## src/rtl/biquad_bank_sequencer.sv

```systemverilog
// Time-multiplexes one double_biquad over NUM_BANDS filter bands.
// Holds the shared x history and per-band i/y history, and sequences one band at a time.

module biquad_band_hist (
    input  logic        clk_in,
    input  logic        rst_in,
    input  logic        clear_in,
    input  logic        wr_in,
    input  logic [31:0] i_in,
    input  logic [31:0] y_in,
    output logic [31:0] i_n1,
    output logic [31:0] i_n2,
    output logic [31:0] y_n1,
    output logic [31:0] y_n2
);
    always_ff @(posedge clk_in or negedge rst_in) begin
        if (!rst_in) begin
            i_n1 <= '0;
            i_n2 <= '0;
            y_n1 <= '0;
            y_n2 <= '0;
        end else if (clear_in) begin
            i_n1 <= '0;
            i_n2 <= '0;
            y_n1 <= '0;
            y_n2 <= '0;
        end else if (wr_in) begin
            i_n2 <= i_n1;
            i_n1 <= i_in;
            y_n2 <= y_n1;
            y_n1 <= y_in;
        end
    end
endmodule

module biquad_bank_sequencer #(
    parameter int NUM_BANDS = 4,
    parameter int BW        = $clog2(NUM_BANDS)
) (
    input  logic                 clk_in,
    input  logic                 rst_in,
    input  logic signed [31:0]   sample_in,
    input  logic                 sample_valid_in,
    output logic                 ready_out,
    input  logic                 clear_in,
    output logic [BW-1:0]        band_out,
    output logic                 bq_valid_out,
    output logic signed [31:0]   bq_x_n,
    output logic signed [31:0]   bq_x_n1,
    output logic signed [31:0]   bq_x_n2,
    output logic signed [31:0]   bq_i_n1,
    output logic signed [31:0]   bq_i_n2,
    output logic signed [31:0]   bq_y_n1,
    output logic signed [31:0]   bq_y_n2,
    input  logic signed [31:0]   bq_i_n,
    input  logic signed [31:0]   bq_y_n,
    input  logic                 bq_valid_in,
    output logic signed [31:0]   result_y_out,
    output logic [BW-1:0]        result_band_out,
    output logic                 result_valid_out,
    output logic                 done_out
);
    typedef enum logic [1:0] {IDLE, ISSUE, WAIT, DONE} state_t;

    localparam logic [BW-1:0] LAST_BAND = BW'(NUM_BANDS - 1);

    state_t      state;
    logic [31:0] x_cur, x_n1, x_n2;
    logic        band_wr, hist_clr;

    logic [NUM_BANDS-1:0][31:0] hi1, hi2, hy1, hy2;

    assign band_wr  = (state == WAIT) && bq_valid_in;
    assign hist_clr = (state == IDLE) && clear_in;

    // Held low through reset so nothing upstream sees a ready before release.
    assign ready_out = (state == IDLE) && !clear_in && rst_in;

    for (genvar b = 0; b < NUM_BANDS; b++) begin : g_band
        biquad_band_hist u_hist (
            .clk_in   (clk_in),
            .rst_in   (rst_in),
            .clear_in (hist_clr),
            .wr_in    (band_wr && (band_out == BW'(b))),
            .i_in     (bq_i_n),
            .y_in     (bq_y_n),
            .i_n1     (hi1[b]),
            .i_n2     (hi2[b]),
            .y_n1     (hy1[b]),
            .y_n2     (hy2[b])
        );
    end

    // Data outputs are pure register views, so they stay put from ISSUE through WAIT.
    assign bq_x_n  = x_cur;
    assign bq_x_n1 = x_n1;
    assign bq_x_n2 = x_n2;
    assign bq_i_n1 = hi1[band_out];
    assign bq_i_n2 = hi2[band_out];
    assign bq_y_n1 = hy1[band_out];
    assign bq_y_n2 = hy2[band_out];

    always_ff @(posedge clk_in or negedge rst_in) begin
        if (!rst_in) begin
            state            <= IDLE;
            x_cur            <= '0;
            x_n1             <= '0;
            x_n2             <= '0;
            band_out         <= '0;
            bq_valid_out     <= 1'b0;
            result_y_out     <= '0;
            result_band_out  <= '0;
            result_valid_out <= 1'b0;
            done_out         <= 1'b0;
        end else begin
            bq_valid_out     <= 1'b0;
            result_valid_out <= 1'b0;
            done_out         <= 1'b0;
            case (state)
                IDLE: begin
                    if (clear_in) begin
                        x_n1 <= '0;
                        x_n2 <= '0;
                    end else if (sample_valid_in) begin
                        x_cur        <= sample_in;
                        band_out     <= '0;
                        bq_valid_out <= 1'b1;
                        state        <= ISSUE;
                    end
                end
                ISSUE: state <= WAIT;
                WAIT: begin
                    if (bq_valid_in) begin
                        result_y_out     <= bq_y_n;
                        result_band_out  <= band_out;
                        result_valid_out <= 1'b1;
                        if (band_out == LAST_BAND) begin
                            done_out <= 1'b1;
                            state    <= DONE;
                        end else begin
                            band_out     <= band_out + 1'b1;
                            bq_valid_out <= 1'b1;
                            state        <= ISSUE;
                        end
                    end
                end
                DONE: begin
                    x_n2  <= x_n1;
                    x_n1  <= x_cur;
                    state <= IDLE;
                end
                default: state <= IDLE;
            endcase
        end
    end
endmodule

```

## config.mk

```make
export PLATFORM = sky130hd
export DESIGN_NAME = biquad_bank_sequencer
export DESIGN_NICKNAME = d
export VERILOG_FILES = /design/src/rtl/biquad_bank_sequencer.sv
export SDC_FILE = /design/constraint.sdc
export NUM_CORES = 1
export LEC_CHECK = 0
export BUFFER_PORTS_ARGS = -buffer_cell sky130_fd_sc_hd__buf_4
export CORE_MARGIN = 10
export CORE_UTILIZATION = 31
export CTS_BUF_LIST = sky130_fd_sc_hd__clkbuf_16
export DETAILED_ROUTE_END_ITERATION = 7
export GPL_TIMING_DRIVEN = 1
export SYNTH_ARGS = -nofsm -noshare
export SYNTH_HDL_FRONTEND = slang
export SYNTH_SLANG_ARGS = --single-unit
```

## constraint.sdc

```tcl
create_clock -name clk_in -period 3.2 [get_ports clk_in]
set_clock_uncertainty 0.15 [all_clocks]
set_input_delay 0.64 -clock clk_in [delete_from_list [all_inputs] [get_ports clk_in]]
set_output_delay 0.64 -clock clk_in [all_outputs]
set_load 0.02 [all_outputs]
```

======== Word level (Yosys, flattened, before mapping) ========
Cells that the tools add are included.
storage, ports and cells
  bits in registers ....................... 649
  input port bits ......................... 101
  output and inout bits ................... 264
  logic and storage cells ................. 125
cells by class
  add/sub/neg operators ................... 1
  order comparisons ....................... 1
  eq/ne operators ......................... 11
  mux-type cells .......................... 63
  bitwise operators ....................... 1
  reductions and logical operators ........ 22
operators by type and width
  cell                 number
  $mux 32              37
  $bmux 32 s2          4
  $pmux 32 s2          2
  $mux 2               8
  $reduce_bool 2->1    6
  $ne 2x2->1 const B   5
  $mux 1               9
  $eq 2x2->1 const B   4
  $logic_and 1x1->1    8
  $pmux 2 s4           1
  $reduce_and 3->1     2
  $reduce_and 5->1     1
  $eq 2x1->1 const B   2
  $logic_not 2->1      2
  $pmux 2 s2           1
  $reduce_and 2->1     2
  $lt 2x3->1 const B   1
  $add 2x1->2 const B  1
  $pmux 1 s2           1
  $logic_not 1->1      1
  $not 1->1            1

======== Depth between registers and ports, before layout ========
Gate-level depths: netlist (run 1).
  depth in word-level cells ............... 5
  gate-level depth with buffers ........... 10

======== By module ========
From an unflattened synthesis (run 1), not the netlist that was laid out.
second synthesis, totals
  cells, all modules ...................... 2258
  area, all modules ....................... 29638.4 um^2
by module, submodules not included
  module                 times used  cells each  area an instance (um^2)
  biquad_band_hist       4           412         5292.6
  biquad_bank_sequencer  1           610         8468.1

======== Worst setup path before layout (run 1) ========
Ideal clock, no wire load.
  path type ............................... register to output
  start ................................... register band_out[0]
  end ..................................... output port bq_i_n1[26]
  data arrival time ....................... 1692 ps
  required time ........................... 2410 ps
  slack ................................... 718 ps
  cell stages (with the launch flop) ...... 5
  path through ............................ dfrtp_1 clkbuf_1 buf_2 buf_2 mux4_2
between the ends
  longest elaborated chain between the ends .. 2
RTL lines
  what                           line  RTL
  start: declaration             46    output logic [BW-1:0] band_out,
  start signal: assignment       141   band_out <= band_out + 1'b1;
  $bmux 32 s2                    98    assign bq_i_n1 = hi1[band_out];
  $mux 32 (implied by the code)  98
  end: declaration               51    output logic signed [31:0] bq_i_n1,
Every way passes these cells. The select of a mux whose other input is x is not followed.

======== Worst setup path in the final report (run 1) ========
  start ................................... register band_out[1]
  end ..................................... output port bq_y_n1[1]
between the ends
  longest elaborated chain between the ends .. 2
RTL lines
  what                           line  RTL
  $bmux 32 s2                    100   assign bq_y_n1 = hy1[band_out];
  $mux 32 (implied by the code)  100
  end: declaration               53    output logic signed [31:0] bq_y_n1,
Every way passes these cells. The select of a mux whose other input is x is not followed.

==> results.md, run 1 <==
- Kind of cell adding the most delay to the critical path: flip-flops
- Via count: approximately 20k
- DR DRC count: 0
- Yosys Warn Count: 0
- Share of cells above drive strength 1: 26.98%
- Mapped Avg Cell Area: 11.71 sq um
- Fin. Hold Viols: 0
- Hold Path Class: in -> reg
- GP Congestion: 0.7419
- Gate Count Post-Synth: 2,349
- Die ar.: 0.1010 sq mm
- Vias/cell: 5.181
- Area occupied by registers: 0.01625 sq mm
- Port bufs: 364
- Final non-filler cell total: just under 4k
- Crit-path max FO: 29
- Crit path kind: reg -> out
- Status: finished clean
- Post-route worst setup slack: approximately 0.10 ns
- Die X: 317.9 microns
- Std cell rows: 109
- Most common cell on crit path: buf_6
- Startpoint types: register
- Layout area overhead: 23.54%
- H-tree levels: 3
- Pwr Total: 27.10 mW
- Pin count of the biggest net entering global routing: 159
- Drt initial violations: 1,728
- Post-Syn Area: 0.02751 sq mm
- CP bufs+invs: 2
- ANT nets after route: 0
- Die Y: 317.9 microns
- Pwr Density: 797.5 mW/mm^2
- Detailed Route WL: 87.25 mm
- Setup violations, final: 0
- Worst-Margin Slew: about 0.96 ns
- Place WS: roughly 0.52 ns
- Worst Path Arrival: between 2 and 2.5 ns
- Nets: around 2.7k
- Slowest Stage Delay on Critical Path: 0.66 ns
- Clock Sinks: about 650
- Initial Util: between 30% and 40%
- Core Area: just under 0.09 sq mm
- Final Max Slew Viols: 0
- Total Routing Usage GR: between 10% and 20%
- Cell count after placement: between 3k and 4k
- Synthesized net count: 2,454
- Worst VDD drop: 0.6228 mV
- I/O pins: 365
- Final Cycle Share: 96.72%
- First-pass GRT wire length: roughly 130 mm
- CTS tree: done
- Relative slew margins: between 30% and 40%
- Initial antenna violation count: 2
- Post-detail-place hpwl: a little over 50 mm
- Root buffer cell: clkbuf_16
- Wire length per cell: 22.53 microns
- RSZ-0062 raised after global routing: yes
- Fmax: 0.3231 GHz
- Num CTS Buffers: 76
- Total of max-cap violations: 0
- Gr ovfl total: 0
- Synth Register Bits: 649
- Combined area of the multi-input logic cells: roughly 0.010 sq mm
- Seq/Total Area, Yosys: 59.05%
- Worst-Skew Late Latency: 0.63 ns
- Crit path cell chain: buf_6 -> mux4_2 -> buf_6
- Crit path capture type: output pin
- TritonRoute pass-1 iters: 5
- # fillers: 8,495
- Static leakage: 15.19 nW
- Worst endpoint required time: ~2.4 ns
- Max Buffers Root-to-Sink: 3
- Max stage delay cell, worst path: dfrtp_4
- Clock Pin Slew Worst Setup and Hold Paths: 0.06 ns
- Synth unique cells: 31
- Vias in the first global route: 20.67k
- Final min period: 3.095 ns
## worst register-to-register path: cells and delay by family (launching register included)
family	cells	cell delay [ns]
and+or+nand+nor	2	0.89
DFF	1	0.66
adders and majority gates	1	0.22
AOI/OAI and AO/OA	1	0.25
buffers and inverters	2	0.51
## metrics by stage
| stage | hold slack, ns | TNS, ns | util, % | instance area (sq um) |
|---|---|---|---|---|
| after floorplan | 0.1944 | 0 | - | 27510 |
| after global placement | 0.3271 | 0 | 35.57 | 31390 |
| after detailed placement | 0.3300 | 0 | 35.57 | 31390 |
| after CTS | 0.04276 | -0.02620 | 38.41 | 33890 |
| after global routing | 0.05328 | -0.05670 | 38.51 | 33980 |
| final | 0.08754 | 0 | 38.51 | 33980 |
## final cells by class
| class | count | share of cell area (%) |
|---|---|---|
| antenna | 1 | 0.007364 |
| clock buffer | 76 | 5.597 |
| clock inverter | 64 | 1.591 |
| inverter | 5 | 0.06996 |
| multi-input combinational | 1496 | 30.23 |
| sequential | 649 | 47.82 |
| tap | 1165 | 4.290 |
| timing repair buffer | 416 | 10.40 |
## cells in the final DEF (no fill, tap or decap), drive strengths merged, types with 2 or more instances in the layout
cell      instances
dfrtp           649
inv              28
mux4            128
nor2              5
mux2             64
clkinvlp          2
and4b             3
nand2           697
clkbuf           78
nand2b            2
clkinv           34
a22o            229
buf             413
bufinv            5
a21oi           283
ha                4
nand4b            4
nor4b             2
o21ai            68
## final timing paths
kind / from / endpoint / slack, ns / cells after the start
min in group asynchronous: rst_in / g_band[2].u_hist.i_n1[8] / 0.30 / 2
max reg2reg: band_out[1] / g_band[1].u_hist.i_n2[30] / 0.48 / 6
max in group asynchronous: rst_in / bq_x_n[7] / 1.02 / 4
max: band_out[1] / bq_y_n1[1] / 0.10 / 3
min: sample_in[2] / bq_x_n[2] / 0.09 / 2
min reg2reg: bq_x_n1[8] / bq_x_n2[8] / 0.34 / 2
## logic make-up (layout without fill, tap and decap cells)
group | after synthesis | count (layout) | share of synthesized area (%)
buffers and inverters | 204 | 561 | 3.744
AOI/OAI and AO/OA | 582 | 582 | 13.74
other | 0 | 1 | 0
DFF | 649 | 649 | 59.05
muxes | 192 | 192 | 13.10
and+or+nand+nor | 718 | 718 | 10.19
adders and majority gates | 4 | 4 | 0.1820
## synthesized netlist by cell type
library cell | n | area, sq um
o2bb2ai_1 | 1 | 8.760
mux4_2 | 128 | 2883
ha_1 | 4 | 50.05
o21ai_0 | 68 | 340.3
clkbuf_1 | 25 | 93.84
nor2_2 | 4 | 25.02
dfrtp_1 | 649 | 16240
nand4b_1 | 4 | 35.03
buf_1 | 14 | 52.55
nor2_1 | 1 | 3.750
nand2_1 | 697 | 2616
buf_2 | 141 | 705.7
nand3b_1 | 1 | 7.510
nor4b_1 | 1 | 8.760
a22o_1 | 229 | 2006
and2_1 | 1 | 6.260
nor3b_4 | 1 | 18.77
o21bai_1 | 1 | 7.510
a21oi_1 | 283 | 1416
buf_4 | 13 | 97.59
inv_1 | 5 | 18.77
and4b_4 | 1 | 13.76
clkbuf_2 | 1 | 5.000
mux2_2 | 62 | 698.2
or3_1 | 1 | 6.260
and4b_1 | 2 | 20.02
nand3_1 | 1 | 5.000
nor4b_4 | 1 | 23.77
buf_6 | 5 | 56.30
nand2b_1 | 2 | 12.51
mux2_1 | 2 | 22.52
## sequential cells by signal (all words and copies together), names as in the netlist, 32 cells and up
signal / count
bq_x_n: 32
bq_x_n1: 32
bq_x_n2: 32
g_band.u_hist.i_n1: 128
g_band.u_hist.i_n2: 128
g_band.u_hist.y_n1: 128
g_band.u_hist.y_n2: 128
result_y_out: 32
## routing by layer
layer | track usage, % | part of all wire [%] | vias to the layer above
li1 | - | - | 8880
met1 | 22.66 | 43 | 10320
met2 | 26.32 | 47 | 751
met3 | 4.397 | 7.9 | 105
met4 | 4.739 | 2.0 | 2
met5 | 0 | 0.010 | -
## what timing repair did
| item | 4_1_cts | 5_1_grt |
|---|---|---|
| endpoints found under the hold margin | 59 | 0 |
| resized for setup | 4 | 7 |
| cloned | 0 | 2 |
| hold buffers | 1 | 0 |
| pin swaps | 0 | 0 |
| buffers inserted | 4 | 0 |
| endpoints found under the setup margin | 89 | 14 |
## power breakdown
| part | total, mW | internal (mW) | leakage (nW) | switching (mW) |
|---|---|---|---|---|
| Clock | 8.44 | 4.80 | 1.27 | 3.64 |
| Sequential | 10.5 | 9.46 | 8.88 | 0.998 |
| Combinational | 8.21 | 3.25 | 5.04 | 4.96 |
Note: power is estimated with default switching activity, not from simulation.
==> run 2, diff against run 1 <==
- SETUP_SLACK_MARGIN: unset -> 0.3
- SYNTH_HIERARCHICAL: unset -> 1
==> run 2 against run 1 <==
  * Sequential power is essentially flat
  * Critical path type unchanged
  * Total power increased by 5.9%
  * Largest cell class unchanged
  * Clock power is 2% lower
  * Hold slack better by 0.011 ns
  * Setup slack improved by 0.043 ns
  * Cell count grew 2.3%
  * Sequential share of layout area down 3.3 points
  * Critical path depth is 1 higher
  * Non-clock buffer count rose by 58
  * Global-route usage down 2.1 points
==> results.md, run 2 <==
- RSZ-0062 raised after global routing: yes
- Die X: approximately 330 microns
- Synth unique cells: 25
- Clock Sinks: 649
- Pin count of the biggest net entering global routing: between 150 and 200
- Commonest cells after routing, fill and taps aside: 647 x dfrtp_1, 513 x mux2i_1, 512 x nor2_1, 364 x buf_4, 132 x nand2_1
- Gr ovfl total: 0
- R2r endpoint: g_band[2].u_hist/y_n1[5]
- Fin. Hold Viols: 0
- Final min period: 3.052 ns
- Leading cell type in the layout, fill and taps excluded: dfrtp_1
- Static leakage: about 16 nW
- Worst-Skew Late Latency: ~0.63 ns
- Worst r2r path cells: 11
- GP Congestion: 0.7516
- Final Max Slew Viols: 0
- Int Pwr: 18.78 mW
- Synth Register Bits: 649
- Max Buffers Root-to-Sink: 3
- Status: finished clean
- Final core utilization: around two fifths
- Detailed Route WL: 81.12 mm
- XOR/XNOR Fraction of Synth Area: 0%
- Gate Count Post-Synth: 2,258
- Worst endpoint required time: 2.41 ns
- Post-synth top area share: 54.80%
- Clock Pin Slew Worst Setup and Hold Paths: about 0.060 ns
- First-pass GRT wire length: 125.7 mm
- TritonRoute pass-1 iters: 7
- EDFF count, synth: 0
- Crit-path max FO: 7
- Worst-Margin Slew: between 0.8 and 0.9 ns
- Synth area leaders: dfrtp_1 55%, mux2i_1 17%, mux4_2 9.7%
- I/O pins: about 370
- Initial antenna violation count: 1
- Pwr Total: 28.70 mW
- Worst Path Arrival: approximately 2.3 ns
- Nets: 2,746
- CP Launch Point: band_out[0]
- Crit path kind: reg -> out
- Mux contribution to synthesized area: around 30%
- Final Cycle Share: 95.39%
- Power share of the combinational group: 33.8%
- Antenna cell count: 0
- Ys flop type: dfrtp_1
- Compound-Gate Fraction of Synth Area: 1.165%
- Sw Pwr: 9.915 mW
- Post-Syn Area: ~0.03 sq mm
- Num CTS Buffers: 76
- Relative slew margins: 41.80%
- Most frequent cell after synthesis: dfrtp_1
- Top cell type by total area after synthesis: dfrtp_1
- Total Routing Usage GR: around 15%
- Share of flip-flops with an asynchronous set or reset: 100.0%
- Vias/cell: between 4 and 5
- Initial Util: 31.24%
- Setup TNS: 0 ns
- Via count: 18.70k
- Hold Path Class: in -> reg
- ANT nets after route: 0
- Fmax: 0.3276 GHz
- Core Area: about 0.095 sq mm
- Min-delay src: sample_in[17]
- Crit path to: bq_i_n2[3]
- Synthesized net count: 2,363
- Root buffer cell: clkbuf_16
- Die Y: between 300 and 400 microns
- Std cell rows: 113
- Setup violations, final: 0
- Net Sw Frac: 34.55%
- Seq/Total Area, Yosys: about 55%
- CTS tree: done
- Layout area overhead: 23.01%
- FF-to-FF setup slack: 0.36 ns
- Startpoint types: register
- Pwr Density: around 790 mW/mm^2
- Wire length per cell: 20.48 microns
- Simple-Gate Fraction of Synth Area: 8.532%
- Vias in the first global route: 19.99k
- Part of the power in registers: 37.4%
- Share of cells above drive strength 1: around 29%
- Clk pwr share: around 29%
- Crit path capture type: output pin
- Worst VDD drop: 0.5543 mV
- Synth cell count leaders: 649 x dfrtp_1, 513 x mux2i_1, 512 x nor2_1
- Port bufs: 364
- Total of max-cap violations: 0
- Die ar.: 0.1084 sq mm
- Drt initial violations: 1,140
- FF-to-FF Start: band_out[0]
- Post-detail-place hpwl: 53.65 mm
- Largest family of logic cells by synthesized area: multiplexers
- H-tree levels: 3
- Yosys Warn Count: 6
- Mapped Avg Cell Area: 13.13 sq um
- DR DRC count: 0
- Synth Area in Adders: 0.1689%
[run 2: changes by cell type in the layout (fill, tap and decap cells not counted), sizes merged, moves of 5 or more]
cell | before | now
mux2i | 0 | 513
buf | 413 | 470
a21oi | 283 | 0
a22o | 229 | 0
clkinv | 34 | 28
and2 | 1 | 6
nand2 | 697 | 132
nor2 | 5 | 512
[run 2: power groups by stage]
stage,Combinational (mW),Clock [mW],Sequential [mW]
2_1_floorplan,5.03,0,11.3
5_1_grt,10.5,8.89,10.9
6_report,9.69,8.27,10.7
3_3_place_gp,8.96,0,10.9
3_5_place_dp,9.06,0,10.9
4_1_cts,9.65,8.53,10.8
[run 2: critical path, cell delays in order, from the launching register on]
cell and delay [ns]:
dfrtp_4 0.44, buf_12 0.14, buf_16 0.19, mux4_2 0.66, buf_6 0.19
[run 2: through the flow]
stage | std cells | cell area, sq um | hold WS (ns) | setup WS [ns]
finish | 3961 | 36460 | 0.09815 | 0.1475
floorplan | 2258 | 29640 | 0.1944 | 0.7961
CTS | 3957 | 36170 | 0.03348 | 0.09255
global placement | 3807 | 33410 | 0.3263 | 0.5758
global route | 3961 | 36460 | 0.05067 | 0.06639
detailed placement | 3807 | 33410 | 0.3340 | 0.5479
[run 2: worst min-delay path by stage]
stage                                    end  cells after the start
after floorplan                  band_out[0]                      0
after global placement    result_band_out[0]                      2
after detailed placement  result_band_out[0]                      2
after CTS                         bq_x_n[14]                      2
after global routing              bq_x_n[14]                      2
final                             bq_x_n[17]                      2
[run 2: timing repair]
item                       in CTS  in global routing
hold endpoints to repair       29                  0
resized for setup              44                 46
gates cloned                    4                  3
pin swaps                       0                  0
hold buffers                    1                  0
setup endpoints to repair     128                135
setup buffers                  12                  1
[run 2: per-layer routing]
layer	vias up	global-route usage [%]	routed length [microns]
met5	-	0	0
met4	0	4.653	1762
met3	96	4.467	5475
met2	442	24.24	39450
met1	9578	18.41	34430
li1	8582	-	-
[run 2: final cells by class]
class                   instances  area, sq um
fillers                      9100        58410
flip-flops and latches        649        16250
multi-input cells            1435        11790
repair buffers                474         4451
clock buffers                  79         1977
well taps                    1265         1583
clock inverters                54        384.1
inverters                       5        26.28
[run 2: cell families (layout without fill, tap and decap cells)]
| kind of cell | Yosys count | count (layout) |
|---|---|---|
| simple gates | 657 | 657 |
| compound gates | 69 | 69 |
| buf+inv | 174 | 612 |
| flops | 649 | 649 |
| fa+ha+maj | 4 | 4 |
| mux | 705 | 705 |
==> run 3, diff against run 2 <==
--- a/config.mk
+++ b/config.mk
@@ -8,2 +8,3 @@
 export BUFFER_PORTS_ARGS = -buffer_cell sky130_fd_sc_hd__buf_4
+export CORE_ASPECT_RATIO = 0.8
 export CORE_MARGIN = 10
@@ -12,2 +13,3 @@
 export DETAILED_ROUTE_END_ITERATION = 7
+export GPL_ROUTABILITY_DRIVEN = 0
 export GPL_TIMING_DRIVEN = 1
==> constraint.sdc (replaced) <==
create_clock -name clk_in -period 3.2 [get_ports clk_in]
set_clock_uncertainty 0.15 [all_clocks]
set_input_delay 0.32 -clock clk_in [delete_from_list [all_inputs] [get_ports clk_in]]
set_output_delay 0.32 -clock clk_in [all_outputs]
set_load 0.02 [all_outputs]
==> run 3 against run 2 <==
  * Sequential share of layout area fell by 0.40 points
  * Critical path depth shrank 1
  * Global-route usage is 0.32 points lower
  * Routed wire length is 3.0% lower
  * Utilization increased by 0.33 points
  * First-iteration DRC count decreased by 17%
  * Maximum frequency up 8.3%
  * Design area up 0.90%
  * Via count up 1.0%
  * Non-clock buffer count grew 83
  * Total power shrank 2.5%
  * Sequential cell count unchanged
  * Largest cell class unchanged
==> results.md, run 3 (synthesis gave the netlist of run 2 again) <==
- Static leakage: 16.38 nW
- Layout area overhead: 24.11%
- Initial Util: 31.23%
- Die ar.: 0.1085 sq mm
- Core Area: 0.09490 sq mm
- Worst-Margin Slew: 0.8368 ns
- Part of the power in registers: a little under two fifths
- Slowest Stage Delay on Critical Path: 0.56 ns
- Max stage delay cell, worst path: mux4_2
- Final Cycle Share: 88.08%
- Die X: 365.7 microns
- Root buffer cell: clkbuf_16
- Power share of the combinational group: approximately 33%
- Crit path kind: reg -> out
- Net Sw Frac: roughly a third
- Worst endpoint required time: 2.73 ns
- Pin count of the biggest net entering global routing: 143
- Fin. Hold Viols: 0
- Post-detail-place hpwl: 50.41 mm
- TritonRoute pass-1 iters: 5
- Final non-filler cell total: 4,062
- Worst VDD drop: 0.5674 mV
- Setup TNS: 0 ns
- CP bufs+invs: 2
- Vias in the first global route: 20.29k
- Hold Path Class: in -> async
- Vias/cell: 4.651
- Initial antenna violation count: 1
- Num CTS Buffers: 74
- Max Buffers Root-to-Sink: 3
- Worst-Skew Late Latency: 0.62 ns
- Setup violations, final: 0
- Detailed Route WL: 78.72 mm
- H-tree levels: 3
- Crit path cell chain: bufbuf_16 -> mux4_2 -> buf_4
- Die Y: 296.6 microns
- Cell count after placement: 3,822
- Leading cell type in the layout, fill and taps excluded: dfrtp_1
- Std cell rows: 101
- Worst Path Arrival: between 2 and 2.5 ns
- Share of cells above drive strength 1: 27.11%
- Commonest cells after routing, fill and taps aside: 647 x dfrtp_1, 513 x mux2i_1, 512 x nor2_1, 419 x buf_4, 132 x nand2_1
- Crit path capture type: output pin
- Crit. path cell count: 3
- FF-to-FF setup slack: 0.63 ns
- Gr ovfl total: 0
- Drt initial violations: 946
- Final min period: around 2.8 ns
- First-pass GRT wire length: 125.6 mm
- Nets: 2,827
- Clock Sinks: 649
- Kind of cell adding the most delay to the critical path: buffers and inverters
- Clk pwr share: 28.5%
- Int Pwr: 18.16 mW
- Total Routing Usage GR: between 10 and 15%
- DR DRC count: 0
- Status: finished clean
- Final Max Slew Viols: 0
- ANT nets after route: 0
- Crit-path max FO: 20
- Clock Pin Slew Worst Setup and Hold Paths: ~0.06 ns
- Relative slew margins: roughly 44%
- Pwr Density: 761.0 mW/mm^2
- Worst r2r path cells: 7
- Startpoint types: register
- Wire length per cell: 19.38 microns
- I/O pins: between 300 and 400
- Port bufs: 364
- Sw Pwr: roughly 9.8 mW
- RSZ-0062 raised after global routing: yes
- CTS tree: done
- Fmax: roughly 0.35 GHz
- Via count: around 19k
- Total of max-cap violations: 0
==> run 3: cell count changes in the layout (fill, tap and decap cells not counted), moves of 2 or more <==
cell	delta
buf_4	+55
buf_12	-4
buf_6	-57
clkbuf_16	-7
clkinv_8	+4
buf_8	-5
buf_16	-6
clkinvlp_4	-2
clkinv_2	-6
inv_1	+7
dlygate4sd3_1	+102
clkinv_4	-3
==> run 3: power by group through the flow <==
stage	logic, mW	registers [mW]	clock network, mW
floorplan	5.03	11.3	0
global placement	9.10	10.7	0
detailed placement	9.14	10.8	0
CTS	9.52	10.7	8.23
global route	10.1	10.9	8.58
finish	9.36	10.7	7.97
==> run 3: final timing paths <==
check	from	endpoint
max in group asynchronous	rst_in	g_band[3].u_hist/i_n1[21]
min	rst_in	result_band_out[1]
max reg2reg	band_out[0]	g_band[2].u_hist/y_n2[7]
min in group clk_in	sample_in[21]	bq_x_n[21]
min reg2reg	result_band_out[0]	result_band_out[0]
max	band_out[0]	bq_i_n2[4]
==> run 3: routing by layer <==
layer	vias up	track usage, %	part of all wire (%)
li1	8747	-	-
met3	91	4.185	6.0
met5	-	0	0
met1	9701	19.54	46
met4	0	3.721	1.9
met2	354	22.49	47
==> run 3: area by class of cell <==
type	instances	area [sq um]
well taps	1287	1610
fillers	9104	58120
repair buffers	557	4880
flip-flops and latches	649	16250
clock inverters	53	357.8
diodes	1	2.502
multi-input cells	1435	11780
inverters	5	26.28
clock buffers	75	1877
==> run 3: worst reg2reg max path, stage by stage, from the launching register on <==
cell and delay [ns]:
dfrtp_4 0.58, buf_4 0.18, inv_1 0.15, ha_1 0.17, and2_4 0.51, buf_4 0.41
mux2i_1 0.22, nor2_1 0.06
==> run 3: what timing repair did <==
action | in CTS | in global routing
gates cloned | 3 | 0
endpoints found under the setup margin | 72 | 70
hold endpoints to repair | 657 | 0
setup buffers | 4 | 1
hold buffers | 103 | 0
gates resized for setup | 5 | 3
==> run 3: metrics by stage <==
step | worst slack, ns | area [sq um] | util, % | power (mW) | hold slack, ns
2_1_floorplan | 0.9775 | 29640 | - | 16.31 | -0.1256
3_3_place_gp | 0.8262 | 33340 | 35.13 | 19.84 | 0.09600
3_5_place_dp | 0.8311 | 33340 | 35.13 | 19.90 | 0.09555
4_1_cts | 0.1834 | 36770 | 38.74 | 28.43 | 0.02207
5_1_grt | 0.2609 | 36790 | 38.76 | 29.53 | 0.05687
6_report | 0.3815 | 36790 | 38.76 | 27.99 | 0.06815
